[src/rtl/rf_wsched_pkg.sv]
// rf_wsched_pkg: shared types and constants for the register-file write scheduler.
//   - RF_DATA_W / RF_ADDR_W / RF_DEPTH : default widths and FIFO depth
//   - req_e       : requester encoding (REQ_A = 0, REQ_B = 1)
//   - rf_entry_t  : one queued write request (dual, reg1, reg2, data1, data2)
//   - rf_normalize: folds a dual write with reg1 == reg2 into a single write
package rf_wsched_pkg;

    localparam int RF_DATA_W = 16;
    localparam int RF_ADDR_W = 4;
    localparam int RF_DEPTH  = 4;

    typedef enum logic {
        REQ_A = 1'b0,
        REQ_B = 1'b1
    } req_e;

    typedef struct packed {
        logic                 dual;
        logic [RF_ADDR_W-1:0] reg1;
        logic [RF_ADDR_W-1:0] reg2;
        logic [RF_DATA_W-1:0] data1;
        logic [RF_DATA_W-1:0] data2;
    } rf_entry_t;

    // Port 2 wins in the register file, so a dual write to one index is
    // just a single write of data2. Guarantees reg1 != reg2 for dual entries.
    function automatic rf_entry_t rf_normalize(
        input logic                 dual,
        input logic [RF_ADDR_W-1:0] r1,
        input logic [RF_ADDR_W-1:0] r2,
        input logic [RF_DATA_W-1:0] d1,
        input logic [RF_DATA_W-1:0] d2
    );
        rf_entry_t e;
        e.dual  = dual;
        e.reg1  = r1;
        e.reg2  = r2;
        e.data1 = d1;
        e.data2 = d2;
        if (dual && (r1 == r2)) begin
            e.dual  = 1'b0;
            e.data1 = d2;
        end
        return e;
    endfunction

endpackage

[src/rtl/rf_write_scheduler_if.sv]
// rf_write_scheduler_if: request, register-file write and scoreboard query bus.
//   master : producers A/B, rf_hold, query indices (driven by the environment)
//   slave  : rf_write_scheduler side (ready, rf write controls, busy/forward, count)
interface rf_write_scheduler_if
    import rf_wsched_pkg::*;
#(
    parameter int DEPTH  = RF_DEPTH,
    parameter int DATA_W = RF_DATA_W,
    parameter int ADDR_W = RF_ADDR_W
) ();
    localparam int CNT_W = $clog2(DEPTH + 1);

    logic              a_valid, a_ready, a_dual;
    logic [ADDR_W-1:0] a_reg1, a_reg2;
    logic [DATA_W-1:0] a_data1, a_data2;
    logic              b_valid, b_ready, b_dual;
    logic [ADDR_W-1:0] b_reg1, b_reg2;
    logic [DATA_W-1:0] b_data1, b_data2;
    logic              rf_hold, rf_we, rf_we2;
    logic [ADDR_W-1:0] rf_wreg1, rf_wreg2;
    logic [DATA_W-1:0] rf_wdata1, rf_wdata2;
    logic [ADDR_W-1:0] q_reg1, q_reg2;
    logic              q_busy1, q_busy2, q_fwd_valid1, q_fwd_valid2;
    logic [DATA_W-1:0] q_fwd_data1, q_fwd_data2;
    logic [CNT_W-1:0]  count;

    modport master (
        output a_valid, a_dual, a_reg1, a_reg2, a_data1, a_data2,
        output b_valid, b_dual, b_reg1, b_reg2, b_data1, b_data2,
        output rf_hold, q_reg1, q_reg2,
        input  a_ready, b_ready, rf_we, rf_we2, rf_wreg1, rf_wreg2, rf_wdata1, rf_wdata2,
        input  q_busy1, q_busy2, q_fwd_valid1, q_fwd_valid2, q_fwd_data1, q_fwd_data2, count
    );

    modport slave (
        input  a_valid, a_dual, a_reg1, a_reg2, a_data1, a_data2,
        input  b_valid, b_dual, b_reg1, b_reg2, b_data1, b_data2,
        input  rf_hold, q_reg1, q_reg2,
        output a_ready, b_ready, rf_we, rf_we2, rf_wreg1, rf_wreg2, rf_wdata1, rf_wdata2,
        output q_busy1, q_busy2, q_fwd_valid1, q_fwd_valid2, q_fwd_data1, q_fwd_data2, count
    );
endinterface

[src/rtl/rf_wsched_fifo.sv]
// rf_wsched_fifo: DEPTH-entry write-request FIFO with optional forward search.
//   i_push/i_push_entry : enqueue (caller guarantees space, incl. same-cycle pop)
//   i_pop               : dequeue head (caller guarantees non-empty)
//   o_head/o_empty/o_full/o_count : head entry and occupancy
//   i_q_reg1/2 -> o_fwd_data1/2   : youngest queued data for a register index
// Macro RF_WSCHED_FORWARD_EN builds the search; otherwise forward data is 0.
module rf_wsched_fifo
    import rf_wsched_pkg::*;
#(
    parameter int DEPTH  = RF_DEPTH,
    parameter int DATA_W = RF_DATA_W,
    parameter int ADDR_W = RF_ADDR_W,
    parameter int CNT_W  = $clog2(DEPTH + 1)
) (
    input  logic              clk,
    input  logic              rst,
    input  logic              i_push,
    input  rf_entry_t         i_push_entry,
    input  logic              i_pop,
    output rf_entry_t         o_head,
    output logic              o_empty,
    output logic              o_full,
    output logic [CNT_W-1:0]  o_count,
    input  logic [ADDR_W-1:0] i_q_reg1,
    input  logic [ADDR_W-1:0] i_q_reg2,
    output logic [DATA_W-1:0] o_fwd_data1,
    output logic [DATA_W-1:0] o_fwd_data2
);
    localparam int PTR_W = (DEPTH > 1) ? $clog2(DEPTH) : 1;

    rf_entry_t        r_mem [DEPTH];
    logic [PTR_W-1:0] r_wr_ptr, r_rd_ptr;
    logic [CNT_W-1:0] r_count;

    // Storage needs no reset: entries are only observed while counted valid.
    always_ff @(posedge clk) begin
        if (i_push) r_mem[r_wr_ptr] <= i_push_entry;
    end

    always_ff @(posedge clk or posedge rst) begin
        if (rst) begin
            r_wr_ptr <= '0;
            r_rd_ptr <= '0;
            r_count  <= '0;
        end else begin
            if (i_push) r_wr_ptr <= r_wr_ptr + PTR_W'(1);
            if (i_pop)  r_rd_ptr <= r_rd_ptr + PTR_W'(1);
            if (i_push && !i_pop)      r_count <= r_count + CNT_W'(1);
            else if (i_pop && !i_push) r_count <= r_count - CNT_W'(1);
        end
    end

    assign o_head  = r_mem[r_rd_ptr];
    assign o_empty = (r_count == '0);
    assign o_full  = (r_count == CNT_W'(DEPTH));
    assign o_count = r_count;

`ifdef RF_WSCHED_FORWARD_EN
    // reg2 beats reg1 inside one entry, matching the register file port rule.
    function automatic logic [DATA_W-1:0] fwd_pick(
        input rf_entry_t         e,
        input logic [ADDR_W-1:0] q,
        input logic [DATA_W-1:0] cur
    );
        if (e.dual && (e.reg2 == q)) return e.data2;
        if (e.reg1 == q)             return e.data1;
        return cur;
    endfunction

    // Walk head -> tail so younger matches overwrite older ones.
    always_comb begin
        logic [PTR_W-1:0] w_idx;
        o_fwd_data1 = '0;
        o_fwd_data2 = '0;
        w_idx       = '0;
        for (int k = 0; k < DEPTH; k++) begin
            w_idx = r_rd_ptr + PTR_W'(k);
            if (CNT_W'(k) < r_count) begin
                o_fwd_data1 = fwd_pick(r_mem[w_idx], i_q_reg1, o_fwd_data1);
                o_fwd_data2 = fwd_pick(r_mem[w_idx], i_q_reg2, o_fwd_data2);
            end
        end
    end
`else
    logic w_unused_q;
    assign w_unused_q  = ^{i_q_reg1, i_q_reg2};
    assign o_fwd_data1 = '0;
    assign o_fwd_data2 = '0;
`endif

endmodule

[src/rtl/rf_write_scheduler.sv]
// rf_write_scheduler: round-robin write-back arbiter (A = pipeline WB,
// B = multi-cycle unit), request FIFO, register-file write driver and
// per-register pending scoreboard for decode stall decisions.
//   clk, rst : clock, asynchronous active-high reset
//   bus      : rf_write_scheduler_if.slave (requests, rf write controls,
//              scoreboard query/forward, FIFO count)
// Macro RF_WSCHED_FORWARD_EN enables forward data on q_fwd_*.
module rf_write_scheduler
    import rf_wsched_pkg::*;
#(
    parameter int DEPTH  = RF_DEPTH,
    parameter int DATA_W = RF_DATA_W,
    parameter int ADDR_W = RF_ADDR_W
) (
    input logic                 clk,
    input logic                 rst,
    rf_write_scheduler_if.slave bus
);
    localparam int CNT_W  = $clog2(DEPTH + 1);
    localparam int PEND_W = $clog2(DEPTH * 2 + 1);
    localparam int NREG   = 1 << ADDR_W;

    logic              w_empty, w_full, w_pop, w_push, w_elig, w_gnt_a, w_gnt_b;
    rf_entry_t         w_push_entry, w_head;
    logic [CNT_W-1:0]  w_count;
    logic [DATA_W-1:0] w_fwd_data1, w_fwd_data2;
    logic [NREG-1:0]   w_pend_nz;
    req_e              r_last;

    // ---------------- drain ----------------
    assign w_pop = !w_empty && !bus.rf_hold;

    // ---------------- arbitration ----------------
    // A full FIFO still accepts when the head leaves in the same cycle.
    assign w_elig = !w_full || w_pop;

    always_comb begin
        w_gnt_a = 1'b0;
        w_gnt_b = 1'b0;
        if (!rst && w_elig) begin
            if (bus.a_valid && bus.b_valid) begin
                if (r_last == REQ_B) w_gnt_a = 1'b1;
                else                 w_gnt_b = 1'b1;
            end else begin
                w_gnt_a = bus.a_valid;
                w_gnt_b = bus.b_valid;
            end
        end
    end

    // Resetting to "B granted last" gives A first pick.
    always_ff @(posedge clk or posedge rst) begin
        if (rst)          r_last <= REQ_B;
        else if (w_gnt_a) r_last <= REQ_A;
        else if (w_gnt_b) r_last <= REQ_B;
    end

    assign w_push       = w_gnt_a || w_gnt_b;
    assign w_push_entry = w_gnt_b
        ? rf_normalize(bus.b_dual, bus.b_reg1, bus.b_reg2, bus.b_data1, bus.b_data2)
        : rf_normalize(bus.a_dual, bus.a_reg1, bus.a_reg2, bus.a_data1, bus.a_data2);

    assign bus.a_ready = w_gnt_a;
    assign bus.b_ready = w_gnt_b;

    // ---------------- FIFO ----------------
    rf_wsched_fifo #(
        .DEPTH (DEPTH),
        .DATA_W(DATA_W),
        .ADDR_W(ADDR_W),
        .CNT_W (CNT_W)
    ) u_fifo (
        .clk         (clk),
        .rst         (rst),
        .i_push      (w_push),
        .i_push_entry(w_push_entry),
        .i_pop       (w_pop),
        .o_head      (w_head),
        .o_empty     (w_empty),
        .o_full      (w_full),
        .o_count     (w_count),
        .i_q_reg1    (bus.q_reg1),
        .i_q_reg2    (bus.q_reg2),
        .o_fwd_data1 (w_fwd_data1),
        .o_fwd_data2 (w_fwd_data2)
    );

    assign bus.count     = w_count;
    assign bus.rf_we     = w_pop;
    assign bus.rf_we2    = w_pop && w_head.dual;
    assign bus.rf_wreg1  = w_empty ? '0 : w_head.reg1;
    assign bus.rf_wreg2  = w_empty ? '0 : w_head.reg2;
    assign bus.rf_wdata1 = w_empty ? '0 : w_head.data1;
    assign bus.rf_wdata2 = w_empty ? '0 : w_head.data2;

    // ---------------- scoreboard ----------------
    // Normalised dual entries never name one index twice, so each counter
    // moves by at most one per push and one per pop.
    for (genvar g = 0; g < NREG; g++) begin : g_pend
        logic [PEND_W-1:0] r_cnt;
        logic              w_inc, w_dec;

        assign w_inc = w_push && ((w_push_entry.reg1 == ADDR_W'(g)) ||
                                  (w_push_entry.dual && (w_push_entry.reg2 == ADDR_W'(g))));
        assign w_dec = w_pop  && ((w_head.reg1 == ADDR_W'(g)) ||
                                  (w_head.dual && (w_head.reg2 == ADDR_W'(g))));

        always_ff @(posedge clk or posedge rst) begin
            if (rst)                 r_cnt <= '0;
            else if (w_inc && !w_dec) r_cnt <= r_cnt + PEND_W'(1);
            else if (w_dec && !w_inc) r_cnt <= r_cnt - PEND_W'(1);
        end

        assign w_pend_nz[g] = (r_cnt != '0);
    end

    assign bus.q_busy1 = w_pend_nz[bus.q_reg1];
    assign bus.q_busy2 = w_pend_nz[bus.q_reg2];

`ifdef RF_WSCHED_FORWARD_EN
    assign bus.q_fwd_valid1 = bus.q_busy1;
    assign bus.q_fwd_valid2 = bus.q_busy2;
    assign bus.q_fwd_data1  = w_fwd_data1;
    assign bus.q_fwd_data2  = w_fwd_data2;
`else
    logic w_unused_fwd;
    assign w_unused_fwd     = ^{w_fwd_data1, w_fwd_data2};
    assign bus.q_fwd_valid1 = 1'b0;
    assign bus.q_fwd_valid2 = 1'b0;
    assign bus.q_fwd_data1  = DATA_W'(0);
    assign bus.q_fwd_data2  = DATA_W'(0);
`endif

endmodule
[src/flat_wrapper.sv]
// flat-port wrapper written by rule: the top's interface ports become plain ports
module rf_write_scheduler_flat import rf_wsched_pkg::*;
#(
    parameter int DEPTH  = RF_DEPTH,
    parameter int DATA_W = RF_DATA_W,
    parameter int ADDR_W = RF_ADDR_W
)
  (clk, rst, bus_a_valid, bus_a_dual, bus_a_reg1, bus_a_reg2, bus_a_data1, bus_a_data2, bus_b_valid, bus_b_dual, bus_b_reg1, bus_b_reg2, bus_b_data1, bus_b_data2, bus_rf_hold, bus_q_reg1, bus_q_reg2, bus_a_ready, bus_b_ready, bus_rf_we, bus_rf_we2, bus_rf_wreg1, bus_rf_wreg2, bus_rf_wdata1, bus_rf_wdata2, bus_q_busy1, bus_q_busy2, bus_q_fwd_valid1, bus_q_fwd_valid2, bus_q_fwd_data1, bus_q_fwd_data2, bus_count);
  rf_write_scheduler_if #(.DEPTH(DEPTH), .DATA_W(DATA_W), .ADDR_W(ADDR_W)) bus_i ();
  input logic clk;
  input logic rst;
  input wire logic [$bits(bus_i.a_valid)-1:0] bus_a_valid;
  input wire logic [$bits(bus_i.a_dual)-1:0] bus_a_dual;
  input wire logic [$bits(bus_i.a_reg1)-1:0] bus_a_reg1;
  input wire logic [$bits(bus_i.a_reg2)-1:0] bus_a_reg2;
  input wire logic [$bits(bus_i.a_data1)-1:0] bus_a_data1;
  input wire logic [$bits(bus_i.a_data2)-1:0] bus_a_data2;
  input wire logic [$bits(bus_i.b_valid)-1:0] bus_b_valid;
  input wire logic [$bits(bus_i.b_dual)-1:0] bus_b_dual;
  input wire logic [$bits(bus_i.b_reg1)-1:0] bus_b_reg1;
  input wire logic [$bits(bus_i.b_reg2)-1:0] bus_b_reg2;
  input wire logic [$bits(bus_i.b_data1)-1:0] bus_b_data1;
  input wire logic [$bits(bus_i.b_data2)-1:0] bus_b_data2;
  input wire logic [$bits(bus_i.rf_hold)-1:0] bus_rf_hold;
  input wire logic [$bits(bus_i.q_reg1)-1:0] bus_q_reg1;
  input wire logic [$bits(bus_i.q_reg2)-1:0] bus_q_reg2;
  output wire logic [$bits(bus_i.a_ready)-1:0] bus_a_ready;
  output wire logic [$bits(bus_i.b_ready)-1:0] bus_b_ready;
  output wire logic [$bits(bus_i.rf_we)-1:0] bus_rf_we;
  output wire logic [$bits(bus_i.rf_we2)-1:0] bus_rf_we2;
  output wire logic [$bits(bus_i.rf_wreg1)-1:0] bus_rf_wreg1;
  output wire logic [$bits(bus_i.rf_wreg2)-1:0] bus_rf_wreg2;
  output wire logic [$bits(bus_i.rf_wdata1)-1:0] bus_rf_wdata1;
  output wire logic [$bits(bus_i.rf_wdata2)-1:0] bus_rf_wdata2;
  output wire logic [$bits(bus_i.q_busy1)-1:0] bus_q_busy1;
  output wire logic [$bits(bus_i.q_busy2)-1:0] bus_q_busy2;
  output wire logic [$bits(bus_i.q_fwd_valid1)-1:0] bus_q_fwd_valid1;
  output wire logic [$bits(bus_i.q_fwd_valid2)-1:0] bus_q_fwd_valid2;
  output wire logic [$bits(bus_i.q_fwd_data1)-1:0] bus_q_fwd_data1;
  output wire logic [$bits(bus_i.q_fwd_data2)-1:0] bus_q_fwd_data2;
  output wire logic [$bits(bus_i.count)-1:0] bus_count;
  assign bus_i.a_valid = bus_a_valid;
  assign bus_i.a_dual = bus_a_dual;
  assign bus_i.a_reg1 = bus_a_reg1;
  assign bus_i.a_reg2 = bus_a_reg2;
  assign bus_i.a_data1 = bus_a_data1;
  assign bus_i.a_data2 = bus_a_data2;
  assign bus_i.b_valid = bus_b_valid;
  assign bus_i.b_dual = bus_b_dual;
  assign bus_i.b_reg1 = bus_b_reg1;
  assign bus_i.b_reg2 = bus_b_reg2;
  assign bus_i.b_data1 = bus_b_data1;
  assign bus_i.b_data2 = bus_b_data2;
  assign bus_i.rf_hold = bus_rf_hold;
  assign bus_i.q_reg1 = bus_q_reg1;
  assign bus_i.q_reg2 = bus_q_reg2;
  assign bus_a_ready = bus_i.a_ready;
  assign bus_b_ready = bus_i.b_ready;
  assign bus_rf_we = bus_i.rf_we;
  assign bus_rf_we2 = bus_i.rf_we2;
  assign bus_rf_wreg1 = bus_i.rf_wreg1;
  assign bus_rf_wreg2 = bus_i.rf_wreg2;
  assign bus_rf_wdata1 = bus_i.rf_wdata1;
  assign bus_rf_wdata2 = bus_i.rf_wdata2;
  assign bus_q_busy1 = bus_i.q_busy1;
  assign bus_q_busy2 = bus_i.q_busy2;
  assign bus_q_fwd_valid1 = bus_i.q_fwd_valid1;
  assign bus_q_fwd_valid2 = bus_i.q_fwd_valid2;
  assign bus_q_fwd_data1 = bus_i.q_fwd_data1;
  assign bus_q_fwd_data2 = bus_i.q_fwd_data2;
  assign bus_count = bus_i.count;
  rf_write_scheduler #(.DEPTH(DEPTH), .DATA_W(DATA_W), .ADDR_W(ADDR_W)) u_core (.clk(clk), .rst(rst), .bus(bus_i));
endmodule
[config.mk]
export PLATFORM = sky130hd
export DESIGN_NAME = rf_write_scheduler_flat
export DESIGN_NICKNAME = d
export VERILOG_FILES = /design/src/rtl/rf_wsched_pkg.sv /design/src/rtl/rf_write_scheduler_if.sv /design/src/rtl/rf_wsched_fifo.sv /design/src/rtl/rf_write_scheduler.sv /design/src/flat_wrapper.sv
export SDC_FILE = /design/constraint.sdc
export NUM_CORES = 1
export LEC_CHECK = 0
export ABC_AREA = 1
export BUFFER_PORTS_ARGS = -buffer_cell sky130_fd_sc_hd__buf_4
export CAP_MARGIN = 5
export CORE_MARGIN = 5
export CORE_UTILIZATION = 32
export CTS_BUF_LIST = sky130_fd_sc_hd__clkbuf_4 sky130_fd_sc_hd__clkbuf_8 sky130_fd_sc_hd__clkbuf_16
export DETAILED_ROUTE_END_ITERATION = 6
export GPL_ROUTABILITY_DRIVEN = 0
export PLACE_DENSITY_LB_ADDON = 0.08
export SYNTH_ARGS = -nofsm -noshare
export SYNTH_HDL_FRONTEND = slang
export SYNTH_SLANG_ARGS = --single-unit
[constraint.sdc]
create_clock -name clk -period 10.4 [get_ports clk]
set_input_delay 0 -clock clk [delete_from_list [all_inputs] [get_ports clk]]
set_output_delay 0 -clock clk [all_outputs]
set_load 0.01 [all_outputs]
# ---- Yosys cells after proc, flatten, opt, wreduce, memory -nomap -nowiden
# Memories as Yosys holds them, arrays and structs flattened.
# Cells that the tools add are included.
dict set report op_classes {
  eq_ne 63
  order_cmp 2
  reduce_logical 215
  n_mux 57
  add_sub_neg 36
}
# op count
set ops {}
lappend ops {{$mux W4} 34}
lappend ops {{$eq A4 B4 Y1 const B} 32}
lappend ops {{$logic_and A1 B1 Y1} 104}
lappend ops {{$add A4 B1 Y4 const B} 16}
lappend ops {{$eq A4 B3 Y1 const B} 16}
lappend ops {{$mux W16} 4}
lappend ops {{$reduce_bool A4 Y1} 16}
lappend ops {{$sub A4 B1 Y4 const B} 16}
lappend ops {{$mux W41} 1}
lappend ops {{$logic_not A1 Y1} 38}
lappend ops {{$reduce_bool A2 Y1} 18}
lappend ops {{$logic_or A1 B1 Y1} 34}
lappend ops {{$eq A4 B2 Y1 const B} 8}
lappend ops {{$eq A4 B1 Y1 const B} 4}
lappend ops {{$logic_not A4 Y1} 4}
lappend ops {{$mux W1} 14}
lappend ops {{$lt A4 B5 Y1 const B} 2}
lappend ops {{$bmux W1 S4} 2}
lappend ops {{$eq A4 B4 Y1} 2}
lappend ops {{$mux W3} 2}
lappend ops {{$add A2 B1 Y2 const B} 2}
lappend ops {{$add A3 B1 Y3 const B} 1}
lappend ops {{$eq A3 B3 Y1 const B} 1}
lappend ops {{$logic_not A3 Y1} 1}
lappend ops {{$sub A3 B1 Y3 const B} 1}
dict set report word_totals {
  memories 1
  elab_cells 394
  mem_bits_rw 164
  in_bits 95
  out_inout_bits 83
  reg_bits 72
}
# name depth width rd rd_ports_with_merged_regs write_ports line_no
set memory_table {}
lappend memory_table {u_core.u_fifo.r_mem 4 41 1 0 1 rf_wsched_fifo.sv:31} ;# rf_entry_t r_mem [DEPTH];

# ---- Logic depth before layout (Yosys ltp)
dict set report logic_depth {
  word_depth 15
  ltp_mapped 21
}

# ---- Modules after synthesis
# From an unflattened synthesis, not the netlist that was laid out.
dict set report hier_totals {
  hier_cells 1533
  hier_area_um2 13950.9
}
# mod area_per_inst_um2 n_inst seq_area_each_um2 cells_each
set by_module_without_submodules {}
lappend by_module_without_submodules {rf_wsched_fifo 7158.1 1 5099.9 560}
lappend by_module_without_submodules {rf_write_scheduler 6792.8 1 1627.8 973}

# ---- Worst setup path after synthesis
# Ideal clock, no wire load.
dict set report synth_timing {
  path_kind {input-to-reg}
  startpoint {in rst}
  endpoint {mem u_core.u_fifo.r_mem[0][0] in the netlist's numbering, enable pin}
  required_time_ns 9.961
  n_path_buf 2
  slack_ns 5.057
  arrival_time_ns 4.904
  cell_stages 6
  path_cell_list {inv_1 -> clkbuf_1 -> o2111a_1 -> nor2_2 -> buf_2 -> nor2_1}
}
dict set report synth_via {
  elab_chain_len 6
  word_cells_on_any_way 7
}
# element line_no
set synth_lines {}
lappend synth_lines {{start: declaration} flat_wrapper.sv:11} ;# input logic rst;
lappend synth_lines {{$logic_not A1 Y1} rf_write_scheduler.sv:40} ;# if (!rst && w_elig) begin
lappend synth_lines {{$logic_and A1 B1 Y1} rf_write_scheduler.sv:40}
lappend synth_lines {{$mux W1} rf_write_scheduler.sv:40}
lappend synth_lines {{net bus_a_ready} flat_wrapper.sv:27} ;# output wire logic [$bits(bus_i.a_ready)-1:0] bus_a_ready;
lappend synth_lines {{$logic_or A1 B1 Y1} rf_write_scheduler.sv:58} ;# assign w_push = w_gnt_a || w_gnt_b;
lappend synth_lines {{$mux W1} rf_wsched_fifo.sv:37} ;# if (i_push) r_mem[r_wr_ptr] <= i_push_entry;
lappend synth_lines {{$mux W1 (not written as such)} rf_wsched_fifo.sv:37}
lappend synth_lines {{end: declaration} rf_wsched_fifo.sv:31}
# The timed path passes the listed nets, and every way through them passes these cells.

==> impl_results.md <==
* Register area share after synthesis at between 50 and 60%
* VDD IR max at 0.143 mV
* Max_cap viols at 0
* Max_slew headroom at 34.2%
* Vias per cell at roughly 4.7
* CP arrival at 5.00 ns
* Pwr dens at 266 nW/um^2
* Crit path max fanout at 37
* Critical path buffers and inverters at 8
* Overall Global Routing Usage at 16.6%
* TNS Setup at 0 ns
* Post-Route WL at 38.0 mm
* Fraction of layout cells with a size suffix above 1 at 15.2%
* CP peak stage delay at 0.56 ns
* Post-Syn Instances at 1454
* Slew Viols, Final at 0
* Vias at 10500
* Layout Skew at 0.0119 ns
* Post-CTS Setup Bufs at 0
* Post-route worst setup slack at 5.84 ns
* Die area at 45500 um^2
* CTS buffer count at 29
* Hold Crit Depth at 5
* Leak pwr at 0.00680 uW
* Reg2Reg Launch Point: u_core.u_fifo.o_count[0]
* Pin count of the biggest net entering global routing at 85
* Post-place setup slack at 5.99 ns
* Synth Area in Compound Gates at 10.2%
* Worst path cell trace: dlygate4sd3_1 -> buf_4 -> dlygate4sd3_1 -> clkinv_2 -> nand3_2 -> buf_4 -> inv_1 -> buf_4 -> nand2_1 -> nand2_1 -> nor2_2 -> nand2_1 -> a21oi_1 -> ha_1 -> inv_1 -> ha_1 -> nand2_1 -> nand2_1 -> a21oi_1 -> nor2_1 -> nor2_1 -> nand2_1 -> xnor2_1
* Ranking of synthesized cells by area: edfxtp_1 (37%), dfrtp_1 (13%), nand2_1 (8.3%)
* Fillers at 4056
* CTS tree: done
* Post-Synth Adder-Cell Area at 7.58%
* Post-placement cell count at between 2000 and 2500
* Rows at 74
* Input/output buffers at 143
* Finished Layout Cells at 2225
* DRT Pass-1 Iters at 6
* Die Y at 213 um
* Setup CP Type: input pin to flop
* Drt initial violations at about 530
* Ports at ~180
* Initial antenna violation count at 0
* Yosys warns at 0
* Antenna Nets Post-Route at 0
* Post-Syn Area at 13200 um^2
* Initial Util at 32.4%
* Most frequent cells in the layout: nand2_1 (293), nor2_1 (217), edfxtp_1 (164)
* Unique masters post-synth at 39
* Worst r2r dst: u_core.g_pend[6].r_cnt[3]
* Total Power at 4390 uW
* Clock sink count at 236
* Fin util at 40.3%
* Total core area at 40800 um^2
* Async S/R FF share, synth at 30.5%
* CTS max path bufs at 3
* Tmin final at 4.56 ns
* Worst-skew pair later-pin latency at 0.57 ns
* Critical Path Source Type: input pin
* Most numerous cell on the critical path: nand2_1
* Avg Inst Size Synth at a little over 9 um^2
* Post-Synth Simple-Gate Area at approximately 20%
* P&R area growth vs syn at 24.4%
* Final Hold Viols at 0
* Worst EP required at approximately 11 ns
* FMAX at 219 MHz
* Unrepaired setup endpoints after global routing: false
* Dpl hpwl at roughly 25 mm
* Hold Crit Class: input pin to flop
* Clock root buffer: clkbuf_16
* XOR/XNOR Fraction of Synth Area at 3.77%
* Worst-case hold path end point: u_core.u_fifo.r_mem[0][20]
* Period Utilization, post-route at 43.8%
* Min-delay src: bus_a_data1[4]
* Final setup viols at 0
* Outcome: completed
* Slew @ Worst Pin at 0.984 ns
* Most common cell after layout, fill and taps aside: nand2_1
* Crit end category: flop
* Die X at 213 um
* Yosys top cell area share at 37.2%
* FF+latch count, synth at between 200 and 250
* Fin nets at 1835
* Crit-path leading delay family: buffers and inverters
* Post-synth EDFFs at ~160
* Mux cell area share after synthesis at 0.511%
* Slack of the worst reg-to-reg path at 5.98 ns
* Most used DFF post-synth: edfxtp_1
* Vias in the first global route at roughly 10000
* Residual DRC at 0
* H-Tree Depth at 1
* Global-route wire length before repair at between 50 and 60 mm
* Slowest stage cell, crit path: dlygate4sd3_1
* Main combinational cell family by area after synthesis: simple AND/OR/NAND/NOR gates
* Area leader, netlist: edfxtp_1
* Reg2reg path depth at 21
* Clock transition at path regs at ~0.060 ns
* # diodes at 0
* Average wire per standard cell at around 17 um
* Remaining global-route overflow at 0
[flip-flops by register name (all words and copies together) (netlist names)]
| signal | cells |
|---|---|
| u_core.g_pend.r_cnt | 64 |
| u_core.u_fifo.r_rd_ptr | 2 |
| u_core.u_fifo.r_mem | 164 |
| u_core.u_fifo.r_wr_ptr | 2 |
| u_core.u_fifo.o_count | 3 |
| u_core.r_last | 1 |
[worst max path at each step]
| stage | startpoint | endpoint | slack (ns) | cells past startpoint |
|---|---|---|---|---|
| detailed placement | u_core.u_fifo.o_count[0] | u_core.g_pend[6].r_cnt[3] | 5.99 | 21 |
| global route | rst | u_core.g_pend[6].r_cnt[3] | 5.44 | 23 |
| floorplan | rst | u_core.u_fifo.r_mem[0][0] | 5.06 | 6 |
| finish | rst | u_core.g_pend[6].r_cnt[3] | 5.84 | 23 |
| global placement | u_core.u_fifo.o_count[0] | u_core.g_pend[6].r_cnt[3] | 6.07 | 21 |
| CTS | rst | u_core.g_pend[6].r_cnt[3] | 5.89 | 23 |
[where the power goes]
group	internal [uW]	leakage (uW)	total, uW	switching, uW
clock network	558	0.000457	962	404
logic	773	0.00399	1990	1210
registers	1280	0.00236	1440	162
total	2610	0.00680	4390	1780
[what timing repair did]
| action | 4_1_cts | 5_1_grt |
|---|---|---|
| hold buffers | 81 | 0 |
| endpoints found under the setup margin | 0 | 0 |
| resized for setup | 0 | 0 |
| hold endpoints to repair | 174 | 0 |
[routing by layer]
layer	routed length, um	up-vias	global-route usage [%]
met3	1680	45	2.06
met1	18000	4965	23.7
li1	-	5233	-
met4	598	0	3.44
met5	0	-	0
met2	17800	229	27.4
[through the flow]
step	cell area [um^2]	hold WS, ns
final	16500	0.0234
after global routing	16500	0.0401
after CTS	16500	0.00703
after detailed placement	14700	-0.0524
after global placement	14700	-0.0517
after floorplan	13400	0.130
[area by class of cell]
class	count	area, um^2	area share [%]
Sequential cell	236	6730	40.9
Multi-Input combinational cell	1051	5740	34.8
Timing Repair Buffer	239	2000	12.1
Clock buffer	34	776	4.71
Tap cell	532	666	4.04
Inverter	113	425	2.58
Clock inverter	20	140	0.851
[worst reg2reg max path: cells and delay by family (launching register included)]
| family | cells | cell delay, ns |
|---|---|---|
| buf+inv | 4 | 0.99 |
| xor+xnor | 1 | 0.12 |
| fa+ha+maj | 2 | 0.60 |
| flops | 1 | 0.44 |
| compound gates | 2 | 0.52 |
| simple gates | 12 | 1.63 |
[synthesized netlist by cell type, drive strengths merged, types with 6 or more instances]
cell type,number
a22o,7
ha,53
nand2,307
fa,17
nand4,26
xor2,10
buf,57
edfxtp,164
o211ai,30
nor3,17
dfrtp,71
xnor2,47
nand3,50
o21ai,124
inv,112
clkbuf,30
nor2,239
mux2,6
a21oi,78
[logic make-up after synthesis]
logic type,after synthesis
adder cells (fa/ha/maj),70
AO/OA/AOI/OAI,243
other,1
AND/OR/NAND/NOR,641
multiplexers,6
flip-flops,236
XOR/XNOR,57
buffers and inverters,200
Power figures use the tool's default switching activity.
